==> src/rtl/dmem_pkg.sv <==
// rtl/dmem_pkg.sv - shared state encoding and latency-counter width for the data-memory controller
package dmem_pkg;
   localparam int LAT_W = 4;

   typedef enum logic [1:0] {
      IDLE   = 2'b00,
      ACCESS = 2'b01,
      DONE   = 2'b10
   } state_t;
endpackage

==> src/rtl/dmem_if.sv <==
// rtl/dmem_if.sv - pipeline-side and backing-memory-side signals of the data-memory controller
interface dmem_if;
   logic        Rd;
   logic        Wr;
   logic [15:0] Addr;
   logic [15:0] DataIn;
   logic        Dump;
   logic        Stall;
   logic        Done;
   logic [15:0] DataOut;
   logic [15:0] StallCnt;
   logic        err;
   logic [15:0] m_addr;
   logic [15:0] m_din;
   logic        m_rd;
   logic        m_wr;
   logic        m_dump;
   logic [15:0] m_dout;

   modport slave (
      input  Rd, Wr, Addr, DataIn, Dump, m_dout,
      output Stall, Done, DataOut, StallCnt, err, m_addr, m_din, m_rd, m_wr, m_dump
   );

   modport master (
      output Rd, Wr, Addr, DataIn, Dump, m_dout,
      input  Stall, Done, DataOut, StallCnt, err, m_addr, m_din, m_rd, m_wr, m_dump
   );
endinterface

==> src/rtl/dmem_lat_cnt.sv <==
// rtl/dmem_lat_cnt.sv - loadable down-counter that times the backing-memory latency
module dmem_lat_cnt
   import dmem_pkg::*;
(
   input  logic             clk,
   input  logic             rst,
   input  logic             load,
   input  logic [LAT_W-1:0] load_val,
   input  logic             dec,
   output logic             zero
);
   logic [LAT_W-1:0] cnt_q, cnt_d;

   always_comb begin
      cnt_d = cnt_q;
      if (load) begin
         cnt_d = load_val;
      end else if (dec && (cnt_q != '0)) begin
         cnt_d = cnt_q - 1'b1;
      end
   end

   always_ff @(posedge clk or negedge rst) begin
      if (!rst) begin
         cnt_q <= '0;
      end else begin
         cnt_q <= cnt_d;
      end
   end

   assign zero = (cnt_q == '0);
endmodule

==> src/rtl/dmem_ctrl.sv <==
// rtl/dmem_ctrl.sv - multi-cycle data-memory controller: stalls the pipeline across a fixed-latency access
module dmem_ctrl
   import dmem_pkg::*;
#(
   parameter int LAT       = 4,
   parameter bit ALIGN_CHK = 1'b1
)
(
   input logic   clk,
   input logic   rst,
   dmem_if.slave bus
);
   localparam logic [LAT_W-1:0] LOAD_VAL = LAT_W'(LAT - 1);

   state_t      state_q, state_d;
   logic        is_rd_q, is_rd_d;
   logic        done_q, done_d;
   logic        err_q, err_d;
   logic [15:0] data_q, data_d;
   logic [15:0] stall_cnt_q, stall_cnt_d;
   logic        any_req, req_ok, launch, stall;
   logic        cnt_load, cnt_dec, cnt_zero;

   assign any_req = bus.Rd | bus.Wr;
   assign req_ok  = (bus.Rd ^ bus.Wr) && ((ALIGN_CHK == 1'b0) || !bus.Addr[0]);

   dmem_lat_cnt u_lat_cnt (
      .clk      (clk),
      .rst      (rst),
      .load     (cnt_load),
      .load_val (LOAD_VAL),
      .dec      (cnt_dec),
      .zero     (cnt_zero)
   );

   always_comb begin
      state_d  = state_q;
      is_rd_d  = is_rd_q;
      data_d   = data_q;
      done_d   = 1'b0;
      err_d    = 1'b0;
      launch   = 1'b0;
      stall    = 1'b0;
      cnt_load = 1'b0;
      cnt_dec  = 1'b0;
      case (state_q)
         IDLE: begin
            if (req_ok) begin
               launch   = 1'b1;
               stall    = 1'b1;
               cnt_load = 1'b1;
               is_rd_d  = bus.Rd;
               state_d  = ACCESS;
            end else begin
               err_d = any_req;
            end
         end
         ACCESS: begin
            stall = 1'b1;
            if (cnt_zero) begin
               if (is_rd_q) begin
                  data_d = bus.m_dout;
               end
               done_d  = 1'b1;
               state_d = DONE;
            end else begin
               cnt_dec = 1'b1;
            end
         end
         // Requests still visible here belong to the access just finished.
         DONE:    state_d = IDLE;
         default: state_d = IDLE;
      endcase
      stall_cnt_d = (stall && (stall_cnt_q != 16'hFFFF)) ? stall_cnt_q + 16'd1 : stall_cnt_q;
   end

   always_ff @(posedge clk or negedge rst) begin
      if (!rst) begin
         state_q     <= IDLE;
         is_rd_q     <= 1'b0;
         done_q      <= 1'b0;
         err_q       <= 1'b0;
         data_q      <= '0;
         stall_cnt_q <= '0;
      end else begin
         state_q     <= state_d;
         is_rd_q     <= is_rd_d;
         done_q      <= done_d;
         err_q       <= err_d;
         data_q      <= data_d;
         stall_cnt_q <= stall_cnt_d;
      end
   end

   // Combinational outputs are gated so reset holds them at zero even with live requests.
   assign bus.Stall    = rst & stall;
   assign bus.m_rd     = rst & launch & bus.Rd;
   assign bus.m_wr     = rst & launch & bus.Wr;
   assign bus.m_addr   = rst ? bus.Addr : 16'h0000;
   assign bus.m_din    = rst ? bus.DataIn : 16'h0000;
   assign bus.m_dump   = rst & bus.Dump & (state_q == IDLE) & ~any_req;
   assign bus.Done     = done_q;
   assign bus.err      = err_q;
   assign bus.DataOut  = data_q;
   assign bus.StallCnt = stall_cnt_q;
endmodule

==> src/flat_wrapper.sv <==
// flat-port wrapper written by rule: the top's interface ports become plain ports
module dmem_ctrl_flat import dmem_pkg::*;
#(
   parameter int LAT       = 4,
   parameter bit ALIGN_CHK = 1'b1
)
  (clk, rst, bus_Rd, bus_Wr, bus_Addr, bus_DataIn, bus_Dump, bus_m_dout, bus_Stall, bus_Done, bus_DataOut, bus_StallCnt, bus_err, bus_m_addr, bus_m_din, bus_m_rd, bus_m_wr, bus_m_dump);
  dmem_if bus_i ();
  input logic clk;
  input logic rst;
  input wire logic [$bits(bus_i.Rd)-1:0] bus_Rd;
  input wire logic [$bits(bus_i.Wr)-1:0] bus_Wr;
  input wire logic [$bits(bus_i.Addr)-1:0] bus_Addr;
  input wire logic [$bits(bus_i.DataIn)-1:0] bus_DataIn;
  input wire logic [$bits(bus_i.Dump)-1:0] bus_Dump;
  input wire logic [$bits(bus_i.m_dout)-1:0] bus_m_dout;
  output wire logic [$bits(bus_i.Stall)-1:0] bus_Stall;
  output wire logic [$bits(bus_i.Done)-1:0] bus_Done;
  output wire logic [$bits(bus_i.DataOut)-1:0] bus_DataOut;
  output wire logic [$bits(bus_i.StallCnt)-1:0] bus_StallCnt;
  output wire logic [$bits(bus_i.err)-1:0] bus_err;
  output wire logic [$bits(bus_i.m_addr)-1:0] bus_m_addr;
  output wire logic [$bits(bus_i.m_din)-1:0] bus_m_din;
  output wire logic [$bits(bus_i.m_rd)-1:0] bus_m_rd;
  output wire logic [$bits(bus_i.m_wr)-1:0] bus_m_wr;
  output wire logic [$bits(bus_i.m_dump)-1:0] bus_m_dump;
  assign bus_i.Rd = bus_Rd;
  assign bus_i.Wr = bus_Wr;
  assign bus_i.Addr = bus_Addr;
  assign bus_i.DataIn = bus_DataIn;
  assign bus_i.Dump = bus_Dump;
  assign bus_i.m_dout = bus_m_dout;
  assign bus_Stall = bus_i.Stall;
  assign bus_Done = bus_i.Done;
  assign bus_DataOut = bus_i.DataOut;
  assign bus_StallCnt = bus_i.StallCnt;
  assign bus_err = bus_i.err;
  assign bus_m_addr = bus_i.m_addr;
  assign bus_m_din = bus_i.m_din;
  assign bus_m_rd = bus_i.m_rd;
  assign bus_m_wr = bus_i.m_wr;
  assign bus_m_dump = bus_i.m_dump;
  dmem_ctrl #(.LAT(LAT), .ALIGN_CHK(ALIGN_CHK)) u_core (.clk(clk), .rst(rst), .bus(bus_i));
endmodule
==> config.mk <==
export PLATFORM = sky130hd
export DESIGN_NAME = dmem_ctrl_flat
export DESIGN_NICKNAME = d
export VERILOG_FILES = /design/src/rtl/dmem_pkg.sv /design/src/rtl/dmem_if.sv /design/src/rtl/dmem_lat_cnt.sv /design/src/rtl/dmem_ctrl.sv /design/src/flat_wrapper.sv
export SDC_FILE = /design/constraint.sdc
export NUM_CORES = 1
export LEC_CHECK = 0
export ABC_AREA = 1
export CAP_MARGIN = 20
export CORE_MARGIN = 8
export CORE_UTILIZATION = 44
export CTS_CLUSTER_DIAMETER = 50
export DETAILED_ROUTE_END_ITERATION = 10
export HOLD_SLACK_MARGIN = 0.1
export PLACE_DENSITY = 0.95
export SYNTH_ARGS = -nofsm -noshare
export SYNTH_HDL_FRONTEND = slang
export SYNTH_HIERARCHICAL = 1
export SYNTH_SLANG_ARGS = --single-unit
==> constraint.sdc <==
create_clock -name clk -period 3.9 [get_ports clk]
set_input_delay 0.585 -clock clk [delete_from_list [all_inputs] [get_ports clk]]
set_output_delay 0.585 -clock clk [all_outputs]
set_load 0.005 [all_outputs]
======== Word level (Yosys, flattened, before mapping) ========
Cells that the tools add are included.
storage, ports and cells
  bits in registers ....................... 41
  bits in latches ......................... 0
  RAM bits ................................ 0
  bits in read-only memories .............. 0
  bits of input ports ..................... 53
  output and inout bits ................... 70
  word-level logic and storage cells ...... 50
  memories ................................ 0
operators by class
  add/sub/neg operators ................... 2
  $mul .................................... 0
  divide/modulo/power cells ............... 0
  order comparisons ....................... 0
  equal/unequal tests ..................... 4
  shift-type cells ........................ 0
  multiplexer cells ....................... 16
  bitwise operators ....................... 10
  reductions and logical operators ........ 11
operators with widths
  operator               count
  $mux 16                2
  $add 16x1->16 const B  1
  $ne 16x16->1 const B   1
  $mux 1                 8
  $mux 4                 2
  $and 1x1->1            7
  $logic_not 4->1        1
  $mux 2                 2
  $ne 2x1->1 const B     2
  $pmux 2 s2             1
  $reduce_and 2->1       2
  $reduce_bool 4->1      1
  $sub 4x1->4 const B    1
  $logic_and 1x1->1      3
  $reduce_and 3->1       1
  $eq 2x1->1 const B     1
  $logic_not 2->1        1
  $pmux 1 s2             1
  $reduce_bool 2->1      1
  $logic_not 1->1        1
  $not 1->1              1
  $or 1x1->1             1
  $xor 1x1->1            1

======== Longest topological paths before layout ========
Gate-level depths: netlist of the first run.
  word-level depth ........................ 6
  mapped depth ............................ 10
  depth with buffers taken out ............ 9

======== By module ========
Netlist of the first run, hierarchy kept.
by module, submodules not included
  module        times used  cells an instance  area each (µm²)  seq. area each (µm²)
  dmem_ctrl     1           325                2,187.1          925.9
  dmem_lat_cnt  1           46                 295.3            100.1

======== Worst setup path before layout of the first run ========
No wires, ideal clock.
  path type ............................... input to output
  start ................................... input port bus_Wr
  end ..................................... output port bus_m_rd
  data arrival time ....................... 1.405 ns
  required time ........................... 3.315 ns
  slack ................................... 1.910 ns
  stages .................................. 6
  buffers on the path ..................... 0
  cells stage by stage .................... inv_1 > ha_1 > nand3_1 > inv_1 > nand2_1 > nor2_1
between the ends
  word-level cells in the longest chain between the ends .. 6
RTL lines
  item                      line                text
  start, declared           flat_wrapper.sv:12  input wire logic [$bits(bus_i.Wr)-1:0] bus_Wr;
  $xor 1x1->1               dmem_ctrl.sv:25     assign req_ok = (bus.Rd ^ bus.Wr) && ((ALIGN_CHK == 1'b0) || !bus.Addr[0]);
  $logic_and 1x1->1         dmem_ctrl.sv:25
  $mux 1 (2 in a row)       n/a
  net u_core.cnt_load       dmem_ctrl.sv:22     logic cnt_load, cnt_dec, cnt_zero;
  $and 1x1->1 (2 in a row)  dmem_ctrl.sv:97     assign bus.m_rd = rst & launch & bus.Rd;
  end, declared             flat_wrapper.sv:24  output wire logic [$bits(bus_i.m_rd)-1:0] bus_m_rd;
The timed path passes the listed nets, and every way through them passes these cells.

======== Worst setup path after layout of the first run ========
  start ................................... input port bus_Rd
  end ..................................... output port bus_m_rd
between the ends
  word-level cells in the longest chain between the ends .. 6
RTL lines
  item                      line                text
  start, declared           flat_wrapper.sv:11  input wire logic [$bits(bus_i.Rd)-1:0] bus_Rd;
  $xor 1x1->1               dmem_ctrl.sv:25
  $logic_and 1x1->1         dmem_ctrl.sv:25
  $mux 1 (2 in a row)       n/a
  net u_core.cnt_load       dmem_ctrl.sv:22
  $and 1x1->1 (2 in a row)  dmem_ctrl.sv:97
The timed path passes the listed nets, and every way through them passes these cells.

==> metrics.txt, run 1 <==
synth unique cells 25; clock power share 15.2%; post-cts gate resize count 0; DRC 0; commonest non-fill, non-tap cell in the layout nand2_1; Setup Buffers After CTS 0; crit path time final 3.152 ns; pre-CTS setup slack 0.7588 ns; cells along the critical path clkdlybuf4s50_1 > inv_1 > ha_1 > nand3_1 > inv_1 > nand2_1 > nor2_1 > clkdlybuf4s50_1; first-pass GRT wire length 13.04 mm; post-layout util a little over two thirds; slew margin rel. 60.88%; CTS Root Buffer Type clkbuf_8; 1st-iter DRT viols 130; cells after synthesis 371; WP data arrival between 2 and 3 ns; die height 91.11 um; GR Overflow Total 0; Power Total about 2 mW; Std-Cell Rows 27; unrepaired setup endpoints after global routing no; Layout area overhead 55.24%; Post-CTS Hold Fix Bufs 0; Detail Placement HPWL 6.635 mm; final worst slack 0.7481 ns; top cells by area, synth dfrtp_1, nand2_1, inv_1; Seq pwr share 37.9%; Final Non-Filler Cells around 570; Nets 551; clock skew 0.01098 ns; Crit path buffers/inverters 4; CTS tree done; Buffers on Ports 122; First-pass DRT Iterations 4; Critical Path Source Type input port; delay-heaviest family, CP buffers and inverters; Final TNS setup 0 ns; Synth Register Bits 41; layout cells sized above 1 under 10%; die area just over 8000 um2; total number of vias 2757; placed cell count 560; status complete, no violations; H-tree depth 2; yosys warns 6; wirelength, routed between 8 and 9 mm; Sw Ratio 39.34%; CTS Buf Count 5; Starting Density 45.36%; CP max stage cell clkdlybuf4s50_1; GRT Total Usage 19.11%; syn_area_per_cell 6.691 um2; clock tree sinks 41; Pwr per Cell Area between 500 and 600 nW/um2; final setup fails 0; Final Max Slew Viols 0; period utilization 80.82%; I/O Pins 123; Clock Latency Late Sink 0.30 ns; Worst path max stage delay ~0.52 ns; R2R cell count 9; clk buf depth 2; die width 91.11 um; Crit Path Category input port to output pin; initial antenna violation count 0; Seq/Total Area, Yosys 41.33%; worst-margin pin slew 0.5868 ns; CP Capture Type output pin; WL/cell 14.12 um; Combinational Power Share between 40% and 50%; Max VDD drop 254.5 uV; Max Cap Viol 0; routability cong. 0.8665; endpoints failing hold 0; Vias/cell ~4.9; Critical Path RT 3.31 ns; Critical R2R Capture u_core/bus.StallCnt[10]; Netlist Area Pre-Place 2482 um2; ANT nets after route 0; largest net degree at the start of global routing 38; vias in the first global route a little under 3000; Worst R2R Start u_core/bus.StallCnt[0]; Cell Int Power 1.185 mW; Max Fclk 0.3173 GHz; antenna cells 0; FF-to-FF setup slack 1.87 ns; switching pwr 768.4 uW; Clock transition at path regs around 0.080 ns; crit-path max FO 9; commonest non-fill, non-tap cells in the layout nand2_1, clkdlybuf4s50_1, inv_1, dfrtp_1, nand3_1; Core ar. 5473 um2; cell taking the most area after synthesis dfrtp_1; Synth top area share slightly above 40%; Pleak 2.035 nW; min-delay worst type input port to asynchronous set/reset pin
[worst max path at each step]
stage | from | end | depth (start not counted) | slack [ns]
floorplan | bus_Wr | bus_m_rd | 6 | 1.91
global placement | bus_Rd | bus_m_rd | 8 | 0.86
detailed placement | bus_Rd | bus_m_rd | 8 | 0.76
CTS | bus_Rd | bus_m_rd | 8 | 0.75
global route | bus_Rd | bus_m_rd | 8 | 0.58
finish | bus_Rd | bus_m_rd | 8 | 0.75
[layer usage]
metal / share of wire [%] / global-route usage (%) / vias up
li1: - / - / 1349
met4: 3.0 / 8.049 / 0
met2: 50 / 34.76 / 128
met5: 0 / 0 / -
met1: 36 / 17.89 / 1254
met3: 11 / 9.136 / 26
[kinds of logic (layout without fill, tap and decap cells)]
kind of cell / Yosys count / after routing / share of synthesized area [%]
buffers and inverters: 75 / 198 / 12.20
adders and majority gates: 3 / 3 / 1.512
other: 2 / 4 / 0.3025
and+or+nand+nor: 241 / 241 / 42.09
DFF: 41 / 41 / 41.33
AOI/OAI and AO/OA: 4 / 4 / 0.8065
xor gates and xnor gates: 5 / 5 / 1.764
[sequential cells by signal, indices dropped and copies added (netlist names)]
name and cells:
u_core/u_lat_cnt/cnt_q 4, u_core/bus.err 1, u_core/bus.DataOut 16, u_core/bus.Done 1, u_core/bus.StallCnt 16, u_core/state_q 2, u_core/is_rd_q 1
[final cells by class]
type                       count  area (um2)
clock inverter                 2       13.76
timing repair buffer         124        1231
tap                           72       90.09
sequential                    41        1026
inverter                      66       249.0
multi-input combinational    257        1161
clock buffer                   6       82.58
fill                         419        1619
[Yosys cell counts]
master    count
nand2_1     157
inv_1        62
dfrtp_1      41
nand3_1      32
nor2_1       22
nand2_2       8
nand4_1       8
nor2_2        6
xor2_1        5
clkbuf_1      4
o21ai_0       4
ha_1          3
nand3b_1      3
buf_6         2
conb_1        2
inv_2         2
nor3_1        2
buf_1         1
buf_2         1
buf_4         1
clkinv_1      1
clkinv_2      1
nand2_4       1
nor2_4        1
nor2_8        1
[power by group through the flow]
stage | sequential [mW] | combinational [mW] | clock [mW]
after floorplan | 0.704 | 0.481 | 0
after global placement | 0.733 | 0.879 | 0
after detailed placement | 0.744 | 0.924 | 0
after CTS | 0.739 | 0.925 | 0.304
after global routing | 0.760 | 1.01 | 0.320
final | 0.741 | 0.915 | 0.297
[through the flow]
stage / hold WS, ns / instance area [um2]
after floorplan: 0.2894 / 2490
after global placement: 0.4545 / 3757
after detailed placement: 0.4673 / 3757
after CTS: 0.2807 / 3854
after global routing: 0.3044 / 3854
final: 0.2849 / 3854
Power figures use the tool's default switching activity.
==> run 2, diff against run 1 <==
CORE_UTILIZATION = 37   (was 44)
PLACE_DENSITY = 0.86   (was 0.95)
clock period = 2.7 ns   (was 3.9 ns; I/O delays follow)
==> metrics.txt, run 2 (same netlist as run 1, synthesis figures left out) <==
Layout area overhead 58.37%; vias in the first global route 2779 (-4.8%); final setup fails 0 (unchanged); CP Capture Type output pin; FF-to-FF setup slack 0.84 ns (-1.03 ns); post-cts gate resize count 0 (unchanged); DRC 0 (unchanged); WP data arrival 2.12 ns (-0.45 ns); Max Cap Viol 0 (unchanged); ANT nets after route 0 (unchanged); Pwr per Cell Area 742.5 nW/um2 (+46%); endpoints failing hold 0 (unchanged); total number of vias 2693 (-2.3%); min-delay worst type register to register; Final TNS setup 0 ns (unchanged); Crit Path Category input port to output pin; Critical Path RT 2.30 ns (-1.01 ns); R2R cell count 9 (unchanged); dpl cell area 3805 um2 (+1.3%); Critical R2R Capture u_core/bus.DataOut[14]; unrepaired setup endpoints after global routing no; Buffers on Ports 122 (unchanged); period utilization 93.65%; CTS tree done; initial antenna violation count 0 (unchanged); wirelength, routed 7.765 mm (-3.2%); Detail Placement HPWL 6.298 mm (-5.1%); Clock transition at path regs 0.07 ns (about the same); crit path time final 2.528 ns; Core ar. 6644 um2 (+21%); Std-Cell Rows 30 (+11%); Starting Density 37.36% (-8.0 points); clock skew 0.006163 ns (-0.004819 ns); die width 97.91 um (+7.5%); GR Overflow Total 0 (unchanged); WL/cell 13.34 um (-5.5%); CTS Root Buffer Type clkbuf_8; Nets 557 (+1.1%); H-tree depth 2 (unchanged); GRT Total Usage 16.62% (-2.5 points); die area 9586 um2 (+15%); post-route cell area 3931 um2 (+2.0%); crit-path max FO 4 (-5); status complete, no violations; first-pass GRT wire length 12.99 mm (-0.38%); Setup Buffers After CTS 0 (unchanged); clock tree sinks 41 (unchanged); Max Fclk 0.3955 GHz; Critical Path Source Type input port; Max VDD drop 333.9 uV (+31%); 1st-iter DRT viols 95 (-27%); layout cells sized above 1 6.972% (+0.72 points); die height 97.91 um (+7.5%); Vias/cell 4.627 (-4.7%); commonest non-fill, non-tap cell in the layout nand2_1; CTS Buf Count 5 (unchanged); antenna cells 0 (unchanged); clk buf depth 2 (unchanged); WHS Path Cells 2; Worst R2R Start u_core/u_lat_cnt/cnt_q[0]; largest net degree at the start of global routing 39 (+2.6%); routability cong. 0.8484 (-2.1%); First-pass DRT Iterations 4 (unchanged); Pleak 2.071 nW (+1.8%); Clock Latency Late Sink 0.29 ns (about the same); Final Max Slew Viols 0 (unchanged); commonest non-fill, non-tap cells in the layout nand2_1, clkdlybuf4s50_1, inv_1, dfrtp_1, nand3_1; Hold EP u_core/bus.DataOut[15]; hold path start u_core/bus.DataOut[15]; I/O Pins 123 (unchanged)
-- run 2: cell count changes in the layout (fill, tap and decap cells not counted), sizes merged --
cell	delta
buf	+5
bufinv	+1
clkbuf	+1
clkinv	-2
dlygate4sd3	+1
-- run 2: how the worst max path moves through the flow --
| stage | depth (start not counted) | endpoint | from | slack (ns) |
|---|---|---|---|---|
| after CTS | 6 | bus_m_din[7] | rst | 0.17 |
| after global routing | 6 | bus_m_addr[7] | rst | 0.07 |
| final | 8 | bus_m_rd | bus_Rd | 0.17 |
| after detailed placement | 8 | bus_m_rd | bus_Rd | 0.17 |
| after floorplan | 6 | bus_m_rd | bus_Wr | 1.07 |
| after global placement | 8 | bus_m_rd | bus_Rd | 0.21 |
-- run 2: layout make-up --
| type | count | area [um2] |
|---|---|---|
| timing repair buffer | 130 | 1279 |
| multi-input combinational | 257 | 1161 |
| fill | 581 | 2713 |
| inverter | 66 | 249.0 |
| tap | 80 | 100.1 |
| clock inverter | 1 | 30.03 |
| clock buffer | 7 | 86.33 |
| sequential | 41 | 1026 |
-- run 2: what timing repair did --
item	in CTS	in global routing
hold buffers	1	0
endpoints found under the setup margin	0	0
hold endpoints to repair	3	0
-- run 2: worst max-delay path, cell delays in order --
cell and delay [ns]:
clkdlybuf4s50_1 0.47, inv_1 0.05, ha_1 0.30, nand3_1 0.14, inv_1 0.10, nand2_1 0.06
nor2_1 0.08, clkdlybuf4s50_1 0.51
-- run 2: power by group --
| part | internal (mW) | switching [mW] | total, mW | leakage (nW) |
|---|---|---|---|---|
| clock network | 0.302 | 0.211 | 0.513 | 0.0585 |
| registers | 0.842 | 0.182 | 1.02 | 0.513 |
| logic | 0.696 | 0.685 | 1.38 | 1.50 |
-- run 2: stage by stage --
| stage | hold WS, ns | setup slack, ns | util (%) | power, mW | cells |
|---|---|---|---|---|---|
| 3_3_place_gp | 0.2973 | 0.2143 | 57.27 | 2.378 | 573 |
| 2_1_floorplan | 0.1094 | 1.070 | - | 1.712 | 373 |
| 6_report | 0.4760 | 0.1715 | 59.17 | 2.919 | 582 |
| 3_5_place_dp | 0.2986 | 0.1718 | 57.27 | 2.433 | 573 |
| 5_1_grt | 0.5081 | 0.07330 | 59.17 | 3.163 | 582 |
| 4_1_cts | 0.4777 | 0.1683 | 59.17 | 2.952 | 582 |
-- run 2: layer usage --
metal | GRT usage [%] | wire (um) | part of all wire [%]
met1 | 15.87 | 2802 | 36
met2 | 29.19 | 3808 | 49
met3 | 8.962 | 958 | 12
met4 | 6.715 | 196 | 2.5
met5 | 0 | 0 | 0
==> run 3, diff against run 2 <==
CAP_MARGIN = not set   (was 20)
CORE_UTILIZATION = 41   (was 37)
PLACE_DENSITY = 0.89   (was 0.86)
clock period = 2.8 ns   (was 2.7 ns; I/O delays follow)
==> metrics.txt, run 3 (same netlist as run 1, synthesis figures left out) <==
H-tree depth 2 (unchanged); wirelength, routed 7.412 mm (-4.5%); Nets 553 (-0.72%); Clock Latency Late Sink 0.29 ns (about the same); CP max stage cell clkdlybuf4s50_1; die height 93.81 um (-4.2%); initial antenna violation count 0 (unchanged); Worst R2R Start u_core/u_lat_cnt/cnt_q[0]; I/O Pins 123 (unchanged); routability cong. 0.8342 (-1.7%); ANT nets after route 0 (unchanged); Starting Density 42.18% (+4.8 points); CP Capture Type output pin; die area 8800 um2 (-8.2%); post-layout util 65.56% (+6.4 points); WP data arrival 2.18 ns (+0.06 ns); area occupied by multi-input gates 1161 um2 (unchanged); Clock transition at path regs 0.08 ns (about the same); crit-path max FO 4 (unchanged); commonest non-fill, non-tap cell in the layout nand2_1; DRC 0 (unchanged); Max Fclk 0.3846 GHz; final setup fails 0 (unchanged); total number of vias 2696 (+0.11%); clk buf depth 2 (unchanged); CTS tree done; Setup Buffers After CTS 0 (unchanged); Crit path buffers/inverters 4 (unchanged); worst-margin pin slew roughly 0.63 ns; Vias/cell 4.705 (+1.7%); post-cts gate resize count 0 (unchanged); Buffers on Ports 122 (unchanged); Core ar. 5886 um2 (-11%); FF-to-FF setup slack 0.92 ns (+0.08 ns); clock tree sinks 41 (unchanged); Final TNS setup 0 ns (unchanged); period utilization 92.86%; Pleak 2.039 nW (-1.6%); first-pass GRT wire length 12.69 mm (-2.3%); largest net degree at the start of global routing 39 (unchanged); commonest non-fill, non-tap cells in the layout nand2_1, clkdlybuf4s50_1, inv_1, dfrtp_1, nand3_1; vias in the first global route 2823 (+1.6%); antenna cells 0 (unchanged); GR Overflow Total 0 (unchanged); Detail Placement HPWL 6.010 mm (-4.6%); Critical Path RT 2.38 ns (+0.08 ns); slew margin rel. ~58%; register area 1026 um2 (unchanged); R2R cell count 9 (unchanged); Pwr per Cell Area 689.6 nW/um2 (-7.1%); dpl cell area 3776 um2 (-0.76%); Critical R2R Capture u_core/bus.DataOut[2]; post-route cell area 3859 um2 (-1.8%); Worst path max stage delay 0.52 ns (about the same); Max Cap Viol 0 (unchanged); status complete, no violations; clock skew 0.004693 ns (-0.001470 ns); Power Total 2.661 mW (-8.8%); GRT Total Usage 17.78% (+1.2 points); delay-heaviest family, CP buffers and inverters; Crit Path Category input port to output pin; cells along the critical path clkdlybuf4s50_1 > inv_1 > ha_1 > nand3_1 > inv_1 > nand2_1 > nor2_1 > clkdlybuf4s50_1; die width 93.81 um (-4.2%); 1st-iter DRT viols 81 (-15%); Layout area overhead 55.44%; Post-CTS Hold Fix Bufs 0 (-1); CTS Root Buffer Type clkbuf_8; layout cells sized above 1 6.426% (-0.55 points); unrepaired setup endpoints after global routing no; CTS Buf Count 5 (unchanged); # fillers 502 (-14%); crit path time final approximately 2.6 ns; First-pass DRT Iterations 4 (unchanged); min-delay worst type input port to asynchronous set/reset pin; Max VDD drop 436.6 uV (+31%); endpoints failing hold 0 (unchanged); WL/cell 12.94 um (-3.0%); Critical Path Source Type input port; Final Max Slew Viols 0 (unchanged); Std-Cell Rows 28 (-6.7%)
## run 3: cell count changes in the layout (fill, tap and decap cells not counted)
cell           change
dlygate4sd3_1      -1
clkinv_2           +2
bufinv_16          -1
buf_4              -3
clkbuf_8           -1
## run 3: worst max-delay path by stage
stage,start,endpoint,cells after the start
2_1_floorplan,bus_Wr,bus_m_rd,6
3_3_place_gp,bus_Rd,bus_m_wr,6
3_5_place_dp,bus_Rd,bus_m_wr,6
4_1_cts,bus_Rd,bus_m_wr,6
5_1_grt,bus_Rd,bus_m_rd,8
6_report,bus_Rd,bus_m_rd,8
## run 3: cell type report
cell class | count | area share [%]
Clock inverter | 2 | 0.2594
Tap cell | 75 | 2.432
Multi-Input combinational cell | 257 | 30.09
Clock buffer | 6 | 1.881
Sequential cell | 41 | 26.59
Timing Repair Buffer | 126 | 32.30
Inverter | 66 | 6.453
## run 3: where the power goes
part	internal, mW	leakage [nW]	switching (mW)
registers	0.811	0.513	0.206
logic	0.651	1.48	0.623
clock network	0.173	0.0450	0.196
total	1.64	2.04	1.03
## run 3: routing by layer
layer	part of all wire [%]	routed length [um]	global-route usage (%)	vias to the layer above
li1	-	-	-	1352
met1	38	2847	18.25	1205
met2	46	3376	30.05	130
met3	15	1092	9.592	9
met4	1.3	95	6.209	0
met5	0	0	0	-
## run 3: stage by stage
step	std cells	hold WS [ns]	setup WS (ns)
global route	573	0.1967	0.09175
CTS	573	0.1753	0.1959
floorplan	373	0.1244	1.140
global placement	565	0.4535	0.2532
finish	573	0.1810	0.2001
detailed placement	565	0.4636	0.1974
